[src/rtl/quad_encoder_gen.sv]
// rtl/quad_encoder_gen.sv - quadrature A/B waveform generator with start/busy/done handshake
// Emits a commanded number of quarter-steps at a fixed rate and tracks signed position.
module quad_encoder_gen #(
  parameter int PER_W  = 8,
  parameter int STEP_W = 16
) (
  input  logic              clock,
  input  logic              reset,
  input  logic              start,
  input  logic              dir_ccw,
  input  logic [PER_W-1:0]  period,
  input  logic [STEP_W-1:0] steps,
  input  logic              abort,
  output logic              A,
  output logic              B,
  output logic              busy,
  output logic              done,
  output logic [STEP_W-1:0] position
);

  typedef enum logic {IDLE, RUN} state_t;

  state_t              state, state_n;
  logic [1:0]          phase, phase_n;
  logic [PER_W-1:0]    timer, timer_n;
  logic [PER_W-1:0]    period_l, period_l_n;
  logic [STEP_W-1:0]   remaining, remaining_n;
  logic [STEP_W-1:0]   position_n;
  logic                dir_l, dir_l_n;
  logic                busy_n, done_n;

  // Gray-code walk of {A,B}; CW: 00->10->11->01, CCW is the reverse.
  function automatic logic [1:0] advance(input logic [1:0] ph, input logic ccw);
    logic [1:0] nx;
    if (!ccw) begin
      case (ph)
        2'b00:   nx = 2'b10;
        2'b10:   nx = 2'b11;
        2'b11:   nx = 2'b01;
        default: nx = 2'b00;
      endcase
    end else begin
      case (ph)
        2'b00:   nx = 2'b01;
        2'b01:   nx = 2'b11;
        2'b11:   nx = 2'b10;
        default: nx = 2'b00;
      endcase
    end
    return nx;
  endfunction

  always_ff @(posedge clock or posedge reset) begin
    if (reset) begin
      state     <= IDLE;
      phase     <= 2'b00;
      timer     <= '0;
      period_l  <= PER_W'(1);
      remaining <= '0;
      position  <= '0;
      dir_l     <= 1'b0;
      busy      <= 1'b0;
      done      <= 1'b0;
    end else begin
      state     <= state_n;
      phase     <= phase_n;
      timer     <= timer_n;
      period_l  <= period_l_n;
      remaining <= remaining_n;
      position  <= position_n;
      dir_l     <= dir_l_n;
      busy      <= busy_n;
      done      <= done_n;
    end
  end

  always_comb begin
    state_n     = state;
    phase_n     = phase;
    timer_n     = timer;
    period_l_n  = period_l;
    remaining_n = remaining;
    position_n  = position;
    dir_l_n     = dir_l;
    busy_n      = busy;
    done_n      = 1'b0;
    case (state)
      IDLE: begin
        if (start && !abort) begin
          if (steps == '0) begin
            done_n = 1'b1;
          end else begin
            dir_l_n     = dir_ccw;
            period_l_n  = (period == '0) ? PER_W'(1) : period;
            remaining_n = steps;
            timer_n     = '0;
            busy_n      = 1'b1;
            state_n     = RUN;
          end
        end
      end
      RUN: begin
        if (abort) begin
          busy_n  = 1'b0;
          state_n = IDLE;
        end else if (timer == period_l - PER_W'(1)) begin
          timer_n     = '0;
          phase_n     = advance(phase, dir_l);
          remaining_n = remaining - STEP_W'(1);
          position_n  = dir_l ? position - STEP_W'(1) : position + STEP_W'(1);
          if (remaining == STEP_W'(1)) begin
            busy_n  = 1'b0;
            done_n  = 1'b1;
            state_n = IDLE;
          end
        end else begin
          timer_n = timer + PER_W'(1);
        end
      end
      default: state_n = IDLE;
    endcase
  end

  assign A = phase[1];
  assign B = phase[0];

endmodule

[config.mk]
export PLATFORM = sky130hd
export DESIGN_NAME = quad_encoder_gen
export DESIGN_NICKNAME = d
export VERILOG_FILES = /design/src/rtl/quad_encoder_gen.sv
export SDC_FILE = /design/constraint.sdc
export NUM_CORES = 1
export LEC_CHECK = 0
export CAP_MARGIN = 20
export CORE_MARGIN = 1
export CORE_UTILIZATION = 50
export CTS_BUF_LIST = sky130_fd_sc_hd__clkbuf_16
export CTS_CLUSTER_SIZE = 14
export DETAILED_ROUTE_END_ITERATION = 16
export HOLD_SLACK_MARGIN = 0.03
export PLACE_DENSITY = 0.84
export SYNTH_ARGS = -nofsm -noshare
export SYNTH_HDL_FRONTEND = slang
export SYNTH_SLANG_ARGS = --single-unit
[constraint.sdc]
create_clock -name clock -period 2.5 [get_ports clock]
set_clock_uncertainty 0.05 [all_clocks]
set_input_delay 0.5 -clock clock [delete_from_list [all_inputs] [get_ports clock]]
set_output_delay 0.5 -clock clock [all_outputs]
set_load 0.005 [all_outputs]
# After elaboration in Yosys (flattened, before gate mapping)
# Cells that the tools add are included.
# Widths: inputs -> output; s select.
# totals
latchBits	0
memories	0
reg_bits	54
elab_cells	71
rom_bits	0
out_inout_bits	20
in_bits	29
ram_bits	0
# classes
n_mul	0
muxes	33
n_addsub	5
order_cmp	0
div	0
n_eq_ne	11
bitwise_logic	3
reduce_logical	10
shifts	0
# ops
operator	n
$mux 16	5
$mux 8	5
$pmux 16 s2	1
$sub 16x1->16 const B	2
$add 16x1->16 const B	1
$eq 16x1->1 const B	1
$logic_not 16->1	1
$pmux 8 s2	1
$mux 1	15
$pmux 2 s3	2
$reduce_and 3->1	3
$add 8x1->8 const B	1
$eq 8x8->1	1
$logic_not 8->1	1
$reduce_and 4->1	2
$sub 8x1->8 const B	1
$ne 2x2->1 const B	3
$ne 3x2->1 const B	2
$pmux 1 s2	3
$eq 2x2->1 const B	2
$not 1->1	3
$eq 2x1->1 const B	1
$logic_not 2->1	1
$mux 2	1
other kinds (3)	3

# Logic depth before layout (Yosys ltp)
# logic_depth
ltp_word	5
ltp_mapped	11
ltp_nobuf	9

# Worst setup path before layout
# No wires, ideal clock.
# synth_timing
kind	register -> register
from	register dir_l
to	register position[15]
path_slack_ps	-92
stages_incl_launch_ff	9
period_less_slack_ps	2592
path_buffers	0
required_time_ps	2371
arrival_ps	2463
path_cell_list	dfrtp_1 > ha_1 > o21ai_0 > o21a_1 > a21oi_1 > a211oi_1 > or4b_1 > a31oi_1 > xor2_1
# synth_between
elab_chain_len	1
# synth_rtl
item	line_no	rtl
start: declaration	29	logic dir_l, dir_l_n;
start signal: assignment	71	dir_l <= dir_l_n;
$mux 16	110	position_n = dir_l ? position - STEP_W'(1) : position + STEP_W'(1);
end signal: assignment	70	position <= position_n;
end: declaration	18	output logic [STEP_W-1:0] position
# Every way passes these cells.
# A chain may end at the register's enable or synchronous reset.

# Worst setup path in the final report
# layout_timing
from	register period_l[0]
to	register remaining[8]
# layout_between
elab_chain_len	4
# layout_rtl
item	line_no	rtl
start: declaration	26	logic [PER_W-1:0] period_l, period_l_n;
start signal: assignment	68	period_l <= period_l_n;
$sub 8x1->8	106	end else if (timer == period_l - PER_W'(1)) begin
$eq 8x8->1	106	
$ne 2x1->1 (no source line)	--	
$reduce_and 4->1 (no source line)	--	
end signal: assignment	69	remaining <= remaining_n;
end: declaration	27	logic [STEP_W-1:0] remaining, remaining_n;
# Every way passes these cells.

==> impl_metrics.ini <==
[worst_setup_path]
crit_family = compound AO/OA/AOI/OAI gates
r2r_slack_ns = -0.18
path_class = reg -> reg
start_kind = register
r2r-end = remaining[8]
reg2regPathDepth = 9
reg2reg_from = period_l[0]
cp_slowest_cell = dfstp_2
path_cells = inv_2 -> ha_4 -> nor2b_1 -> or3_1 -> a31oi_2 -> o211a_4 -> mux2_4 -> a222oi_1 -> inv_1
arrival_ns = 2.79
cp_max_fo = 4
cp-end-kind = register
worst-path-buf-inv = 2
critPathMaxStageDelay_ns = 0.54
crit_required_ns = 2.61

[status]
violations = negative setup slack
status = finished with violations

[logic_synthesis]
ys_seq_area_share_pct = 38.0
synth.avg_cell_area_um2 = 8.69
syn_area_um2 = 3560
synth_flop_cell = dfrtp_1
synth-edff-count = 0
synth_seq_cells = 54
async_flop_share_pct = 100
synthCells = 409
syn-num-nets = 457
synth_cell_types = 63
yosys_warnings = 0

[cts]
clock_path_buffers = 2
cts_root_buf = clkbuf_16
clk_latency_ns = 0.29
htree_num_levels = 2
cts.clk_slew.worst_paths_ns = 0.07
numCtsBuffers = 5
hold_buffers = 0
cts_sinks = 54
tritoncts = built

[drt]
drcViolationCount = 0
wl_per_cell_um = 18.1
ant_nets = 0
drtIter0Drc = 374
routed_wirelength_um = 11100
via_per_inst = 6.01
firstDrtPassIters = 5
vias = 3691

[global_route]
grt_pass1_vias = 3613
antenna_found_initial = 0
grt_max_degree = 55
grtUsageTotal_pct = 28.1
grt_pass1_wl_um = 16500
overflow = 0

[sta]
whs_ns = 0.416
slew_headroom_pct = 64.0
slew_violations = 0
setup_viol = 4
worst_slack_ns = -0.183
clock.fmax_mhz = 373
hold_violations = 0
post-route-period-util_pct = 107
setup_tns_ns = -0.222
period_minus_slack_ns = 2.68
rsz0062_at_grt = true
worst_pin_slew_ns = 0.536

[pwr]
irDropWorstVdd_mv = 0.547
finalPower_mw = 5.17
intPower_mw = 2.97
p_comb_share_pct = 56.0
switching_share_pct = 42.5
powerDensity_nw_per_um2 = 1010
p_leak_nw = 2.23
p_clk_share_pct = 13.3
p_switching_mw = 2.20
seqPwrFrac_pct = 30.6

[final_layout]
num-nets-final = 565
layout.cells.most_common = nand2_1
drive_gt1_share_pct = 25.1
diodes = 0
syn_to_final_growth_pct = 43.3
fin_cells = 614
fin_util_pct = 74.6
final_cell_mix = 64 x nand2_1, 61 x buf_4, 52 x dfrtp_1

[placement]
placed_cells = 599
dp_hpwl_um = 6840
routabilityCongestion = 0.922
port_buffers = 48

[die]
start_util_pct = 52.1
die_area_um2 = 7450
std_cell_rows = 30
die_height_um = 86.3
core_area_um2 = 6830
die_x_um = 86.3
ios = 49

[worst_hold_path]
hold_depth = 1
min_to = position[15]
hp-class = reg -> reg
worstHoldStart = position[15]

[job]
cap_violations = 0
cell type report:
| type | instances | area [µm²] |
|---|---|---|
| clock inverters | 3 | 12.5 |
| repair buffers | 118 | 1070 |
| multi-input cells | 323 | 2360 |
| fillers | 449 | 1740 |
| clock buffers | 5 | 125 |
| flip-flops and latches | 54 | 1350 |
| inverters | 15 | 56.3 |
| well taps | 96 | 120 |
registers in the layout, indices dropped and copies added, names as in the netlist:
name	cells
remaining	16
busy	1
phase	2
state	1
done	1
position	16
dir_l	1
timer	8
period_l	8
power by group through the flow:
| stage | sequential (mW) | clock (mW) | combinational (mW) |
|---|---|---|---|
| after detailed placement | 1.53 | 0 | 2.36 |
| after global placement | 1.50 | 0 | 2.26 |
| after CTS | 1.52 | 0.683 | 2.52 |
| final | 1.58 | 0.689 | 2.90 |
| after floorplan | 1.48 | 0 | 1.46 |
| after global routing | 1.62 | 0.720 | 3.13 |
routing by layer:
layer	up-vias	track usage, %	routed length (µm)
li1	1705	-	-
met1	1777	34.8	4560
met2	164	49.9	5620
met3	45	3.71	532
met4	0	10.6	368
met5	-	0	0
how the worst max path moves through the flow:
stage | startpoint | end | slack (ns) | cells past startpoint
6_report | period_l[0] | remaining[8] | -0.18 | 9
5_1_grt | period_l[0] | remaining[8] | -0.17 | 9
4_1_cts | period_l[0] | remaining[8] | -0.08 | 9
2_1_floorplan | dir_l | position[15] | 0.01 | 8
3_5_place_dp | steps[3] | timer[5] | -0.29 | 10
3_3_place_gp | steps[3] | timer[5] | -0.19 | 10
worst reg2reg max path: stages (launching register included):
cell and delay (ns):
dfstp_2 0.54, inv_2 0.05, ha_4 0.15, nor2b_1 0.12, or3_1 0.33, a31oi_2 0.23
o211a_4 0.24, mux2_4 0.30, a222oi_1 0.44, inv_1 0.11
kinds of logic (layout without fill, tap and decap cells):
group           after synthesis  after routing  share of synthesized area, %
buf+inv                      33            141                          4.01
xor+xnor                     28             28                          6.90
mux                          11             11                          3.27
simple gates                150            151                          21.0
fa+ha+maj                    19             19                          6.90
flops                        54             54                          38.0
compound gates              114            114                          19.8
synth_stat cells (all sizes together), types with 2 or more instances:
| cell type | n | share of area [%] |
|---|---|---|
| nand2b | 4 | 0.70 |
| xnor2 | 11 | 2.7 |
| clkbuf | 13 | 1.4 |
| buf | 5 | 1.0 |
| or2 | 2 | 0.35 |
| a21oi | 27 | 3.8 |
| o21a | 2 | 0.42 |
| nor2 | 20 | 2.1 |
| a31oi | 7 | 1.2 |
| ha | 18 | 6.3 |
| or3 | 5 | 0.88 |
| o22ai | 10 | 1.8 |
| inv | 15 | 1.6 |
| nand3 | 2 | 0.28 |
| and3 | 4 | 0.70 |
| nor3 | 11 | 1.5 |
| or4 | 2 | 0.53 |
| mux2 | 2 | 0.74 |
| o211ai | 3 | 0.63 |
| nor3b | 4 | 0.99 |
| xor2 | 17 | 4.2 |
| o21bai | 2 | 0.42 |
| dfrtp | 53 | 37 |
| o41ai | 2 | 0.49 |
| nand4 | 6 | 1.2 |
| o21ai | 36 | 5.1 |
| mux2i | 9 | 2.5 |
| and2 | 3 | 0.53 |
| nor2b | 5 | 0.88 |
| nor4 | 13 | 2.5 |
| a211oi | 2 | 0.42 |
| nand2 | 65 | 6.9 |
| a21o | 6 | 1.3 |
| a311oi | 2 | 0.49 |
timing repair:
item                                    4_1_cts  5_1_grt
setup buffers                                 5        3
endpoints found under the setup margin       42       40
gates cloned                                  0        1
pin swaps                                    10       20
gates resized for setup                      19       47
metrics by stage:
step           setup WS (ns)  instance area, µm²
6_report              -0.183                5100
2_1_floorplan         0.0144                3560
4_1_cts              -0.0799                4860
3_5_place_dp          -0.288                4590
3_3_place_gp          -0.191                4590
5_1_grt               -0.166                5100
Note: power is estimated with default switching activity, not from simulation.
==> variant 1, RTL diff (same settings) <==
`PER_W`: 8 -> 10.
--- a/src/rtl/quad_encoder_gen.sv
+++ b/src/rtl/quad_encoder_gen.sv
@@ -1,7 +1,7 @@
 // rtl/quad_encoder_gen.sv - quadrature A/B waveform generator with start/busy/done handshake
 // Emits a commanded number of quarter-steps at a fixed rate and tracks signed position.
 module quad_encoder_gen #(
-  parameter int PER_W  = 8,
+  parameter int PER_W  = 10,
   parameter int STEP_W = 16
 ) (
   input  logic              clock,
Ports: changed (resized period); port bits go from 49 to 51. The function was not compared with the original's and may differ.
==> variant 1 against the unedited design <==
The run still ends with negative setup slack left. Sequential share of layout area shrank 2.3 points. Total power shrank 26%. Design area grew 18%. First-iteration DRC count grew 14%. Sequential cell count grew 4. Synthesized area grew 15%. Routed wire length grew 21%. Setup slack lost 0.030 ns. Highest routed layer unchanged.
==> variant 1: results (changes against the unedited design) <==
Outcome
  – Failing checks: negative setup slack
  – Status: finished with violations

CTS
  – H-tree depth reported by CTS: 3 (+1)
  – Worst skew pair latency: 0.33 ns (+0.04 ns)
  – CTS Buf Count: 9 (+4)
  – Clk slew on worst S/H paths: 0.05 ns (-0.02 ns)
  – Post_cts resized: 47 (+28)
  – Post-CTS Setup Bufs: 12 (+7)

Timing
  – Setup-failing EPs final: 44 (+40)
  – Setup TNS: -5.83 ns (-5.61 ns)
  – Final Worst Setup Slack: -0.213 ns (-0.0303 ns)

Cells and area
  – Proportion of layout cells with a drive suffix above 1: 0.296 (+0.0448)
  – Filler instances: 505 (+12%)
  – Final Net Count: 657 (+16%)

Yosys
  – Syn nets: 517 (+13%)
  – Post-synth cell types: 65 (+3.2%)
  – Synth area leaders: dfrtp_1, ha_1, nand2_1, a21oi_1, xnor2_1
  – Compound-cell area share of the yosys netlist: 0.220 (+0.0212)
  – Post-synthesis sequential area ratio: 0.355 (-0.0252)
  – Mapped Cells: 467 (+14%)
  – Most instantiated cells after synthesis: dfrtp_1, nand2_1, nor2_1, a21oi_1, o21ai_0

Global route
  – GR Util met1: 0.373 (+0.0253)
  – Largest net degree at the start of global routing: 41 (-25%)
  – First-pass GRT wire length: 21200 µm (+28%)
  – M2 GR Usage: 0.543 (+0.0439)
  – Total track usage: 0.319 (+0.0376)

Pwr
  – Clock power share: 0.286 (+0.153)
  – VDD IR max: 0.497 mV (-9.3%)
  – Internal power: 2.49 mW (-16%)

Setup path
  – Crit-path max cell delay: 0.49 ns (-0.05 ns)
  – Crit path max-delay cell type: a2111o_1

Placement
  – Dpl ws: -0.473 ns (-0.184 ns)
  – Gpl congestion: 0.940 (+1.9%)
  – Post-DP HPWL: 8500 µm (+24%)
  – Placed instance area: 0.00527 mm² (+15%)

Routing
  – Met3 Wirelength: 802 µm (+51%)
  – First-pass DRT Iterations: 6 (+1)
  – DR iter-0 viols: 427 (+14%)
  – Met2 WL: 6920 µm (+23%)
  – M1 WL: 5180 µm (+14%)

Worst hold path
  – Worst hold path type: in -> async
-- variant 1: cell count changes in the layout (fill, tap and decap cells not counted), moves of 10 or more --
cell,before,now
nand3_1,1,11
nor2_1,19,32
mux2_4,1,12
ha_1,7,17
nand2_1,64,54
buf_4,61,81
-- variant 1: final timing paths --
path / start / endpoint / slack [ns] / cells after the start
worst max-delay path: period_l[1] / timer[3] / -0.21 / 11
worst min-delay path: reset / position[2] / 0.44 / 2
worst max register to register: period_l[1] / timer[3] / -0.21 / 11
worst min register to register: position[15] / position[15] / 0.44 / 1
max in group asynchronous: reset / period_l[0] / 1.33 / 3
min in group clock: position[15] / position[15] / 0.44 / 1
-- variant 1: cell type report --
cell class	instances	area, µm²	area share
Sequential cell	58	1450	0.243
Clock inverter	7	37.5	0.00627
Clock buffer	9	225	0.0376
Inverter	23	86.3	0.0144
Timing Repair Buffer	151	1390	0.232
Tap cell	102	128	0.0213
Multi-Input combinational cell	364	2670	0.446
==> variant 2, RTL diff (same settings) <==
Made on the original files. Register the outputs `A` and `B`, without a reset; this adds one clock of latency there. The other outputs are not delayed to match.
--- a/src/rtl/quad_encoder_gen.sv
+++ b/src/rtl/quad_encoder_gen.sv
@@ -121,8 +121,10 @@
     endcase
   end
 
-  assign A = phase[1];
-  assign B = phase[0];
+  always_ff @(posedge clock) begin
+    A <= phase[1];
+    B <= phase[0];
+  end
 
 endmodule
 
Behaviour: not the same (Yosys sat finds a counterexample within 4 cycles, from zero or initial values and one cycle with reset high).
==> variant 2 against the unedited design <==
The flow still finishes with violations (negative setup slack). Setup slack improved by 0.17 ns. Sequential share of layout area increased by 0.71 points. First-iteration DRC count decreased by 14%. Largest cell class unchanged. Total power grew 2.9%. Synthesized area increased by 1.1%. Routed wire length fell by 5.7%. Critical endpoint unchanged. Sequential cell count grew 2. Critical path depth is the same. Combinational power barely moved. Sequential power is 3% higher. Count of clock-buffer cells in the layout unchanged. Final cell count fell by 0.65%. Design area up 0.27%.
==> variant 2: results (changes against the unedited design) <==
Timing
  – Setup-failing EPs final: 2 (-2)
  – Rel. slew slack: 0.556 (-0.0839)
  – Tcrit/Tclk final: 1.00 (-0.0686)
  – Final Worst Setup Slack: -0.0113 ns (+0.172 ns)
  – Hold WS: 0.372 ns (-0.0433 ns)

Routing
  – Vias/cell: 6.01 (about the same)
  – First-pass DRT Iterations: 5 (unchanged)
  – Vias: 3667 (-0.65%)
  – DR iter-0 viols: 323 (-14%)
  – WL/cell: 17.1 µm (-5.1%)

Outcome
  – Failing checks: negative setup slack
  – Status: finished with violations

Global route
  – First-pass GRT wire length: 16300 µm (-1.5%)
  – Largest net degree at the start of global routing: 55 (unchanged)
  – Vias in the first global route: 3493 (-3.3%)
  – Total track usage: 0.275 (-0.00590)
  – Initial antenna violation count: 0 (unchanged)

Yosys
  – Multiplexer area fraction after synthesis: 0.0324 (-0.000364)
  – Synth Area in XOR/XNOR: 0.0682 (-0.000768)
  – Post-synthesis sequential area ratio: 0.387 (+0.00690)
  – Compound-cell area share of the yosys netlist: 0.196 (-0.00221)
  – Adder-cell share of the synthesized area: 0.0682 (-0.000768)
  – Syn avg cell area: 8.75 µm² (+0.63%)
  – Synth area leaders: dfrtp_1, nand2_1, ha_1, o21ai_0, xor2_1
  – Syn nets: 459 (+0.44%)
  – Synth async-reset ratio: 0.964 (-0.0357)
  – Synth warn: 0 (unchanged)
  – Post-synth cell types: 64 (+1.6%)
  – Top_reg_cell synth: dfrtp_1

Setup path
  – Max Fanout on Critical Path: 5 (+1)

CTS
  – H-tree depth reported by CTS: 2 (unchanged)

Cells and area
  – Final Net Count: 561 (-0.71%)
  – Antenna cells: 0 (unchanged)
  – Proportion of layout cells with a drive suffix above 1: 0.237 (-0.0136)

Placement
  – Dpl ws: -0.189 ns (+0.0990 ns)
  – Post-DP HPWL: 6710 µm (-1.8%)
  – Gpl congestion: 0.887 (-3.9%)
  – Cell count after placement: 593 (-1.0%)

Pwr
  – Leak: 2.22 nW (-0.39%)
  – VDD IR max: 0.569 mV (+3.9%)
[variant 2: changes by cell type after synthesis, sizes merged]
cell,before,now
dfxtp,0,2
[variant 2: final cells by class]
cell class | instances | area, µm²
Timing Repair Buffer | 113 | 1030
Fill cell | 460 | 1760
Clock buffer | 5 | 125
Tap cell | 96 | 120
Clock inverter | 3 | 38.8
Inverter | 15 | 58.8
Multi-Input combinational cell | 322 | 2340
Sequential cell | 56 | 1390
[variant 2: worst max-delay path, stage by stage, from the launching register on]
cell and delay, ns:
dfstp_2 0.55, inv_2 0.05, ha_4 0.15, nor2b_1 0.12
or3_1 0.31, a31oi_1 0.19, o211a_4 0.22, mux2_4 0.31
a222oi_1 0.36, inv_1 0.07
[variant 2: cell families after synthesis]
logic type	Yosys count
flip-flops	56
buffers and inverters	33
adder cells (fa/ha/maj)	19
XOR/XNOR	28
multiplexers	11
AO/OA/AOI/OAI	114
AND/OR/NAND/NOR	150
[variant 2: per-stage QoR]
stage	utilization	TNS (ns)	cell area, µm²
after floorplan	-	0	3600
after global placement	0.667	-0.163	4580
after detailed placement	0.667	-0.957	4580
after CTS	0.718	-0.0473	4930
after global routing	0.744	-0.242	5110
final	0.744	-0.0161	5110
[variant 2: path summary, 6_finish.rpt]
path                             start      endpoint  depth (start not counted)
setup / recovery           period_l[0]  remaining[8]                          9
hold reg to reg               phase[1]             A                          0
min in group asynchronous        reset   period_l[7]                          3
hold / removal                phase[1]             A                          0
setup reg to reg           period_l[0]  remaining[8]                          9
max in group asynchronous        reset   period_l[0]                          3
[variant 2: power by group]
part | leakage [nW] | internal [mW] | switching [mW]
Combinational | 1.43 | 1.47 | 1.43
Clock | 0.0850 | 0.468 | 0.323
Sequential | 0.703 | 1.21 | 0.412
[variant 2: what timing repair did]
action                     CTS  global route
setup buffers                4             6
resized for setup           22            33
setup endpoints to repair   13            24
pin swaps                   12            19
[variant 2: per-layer routing]
layer	up-vias	part of all wire	global-route usage
met5	-	0	0
met2	170	0.52	0.485
li1	1696	-	-
met3	26	0.054	0.0467
met4	0	0.025	0.0924
met1	1775	0.40	0.340
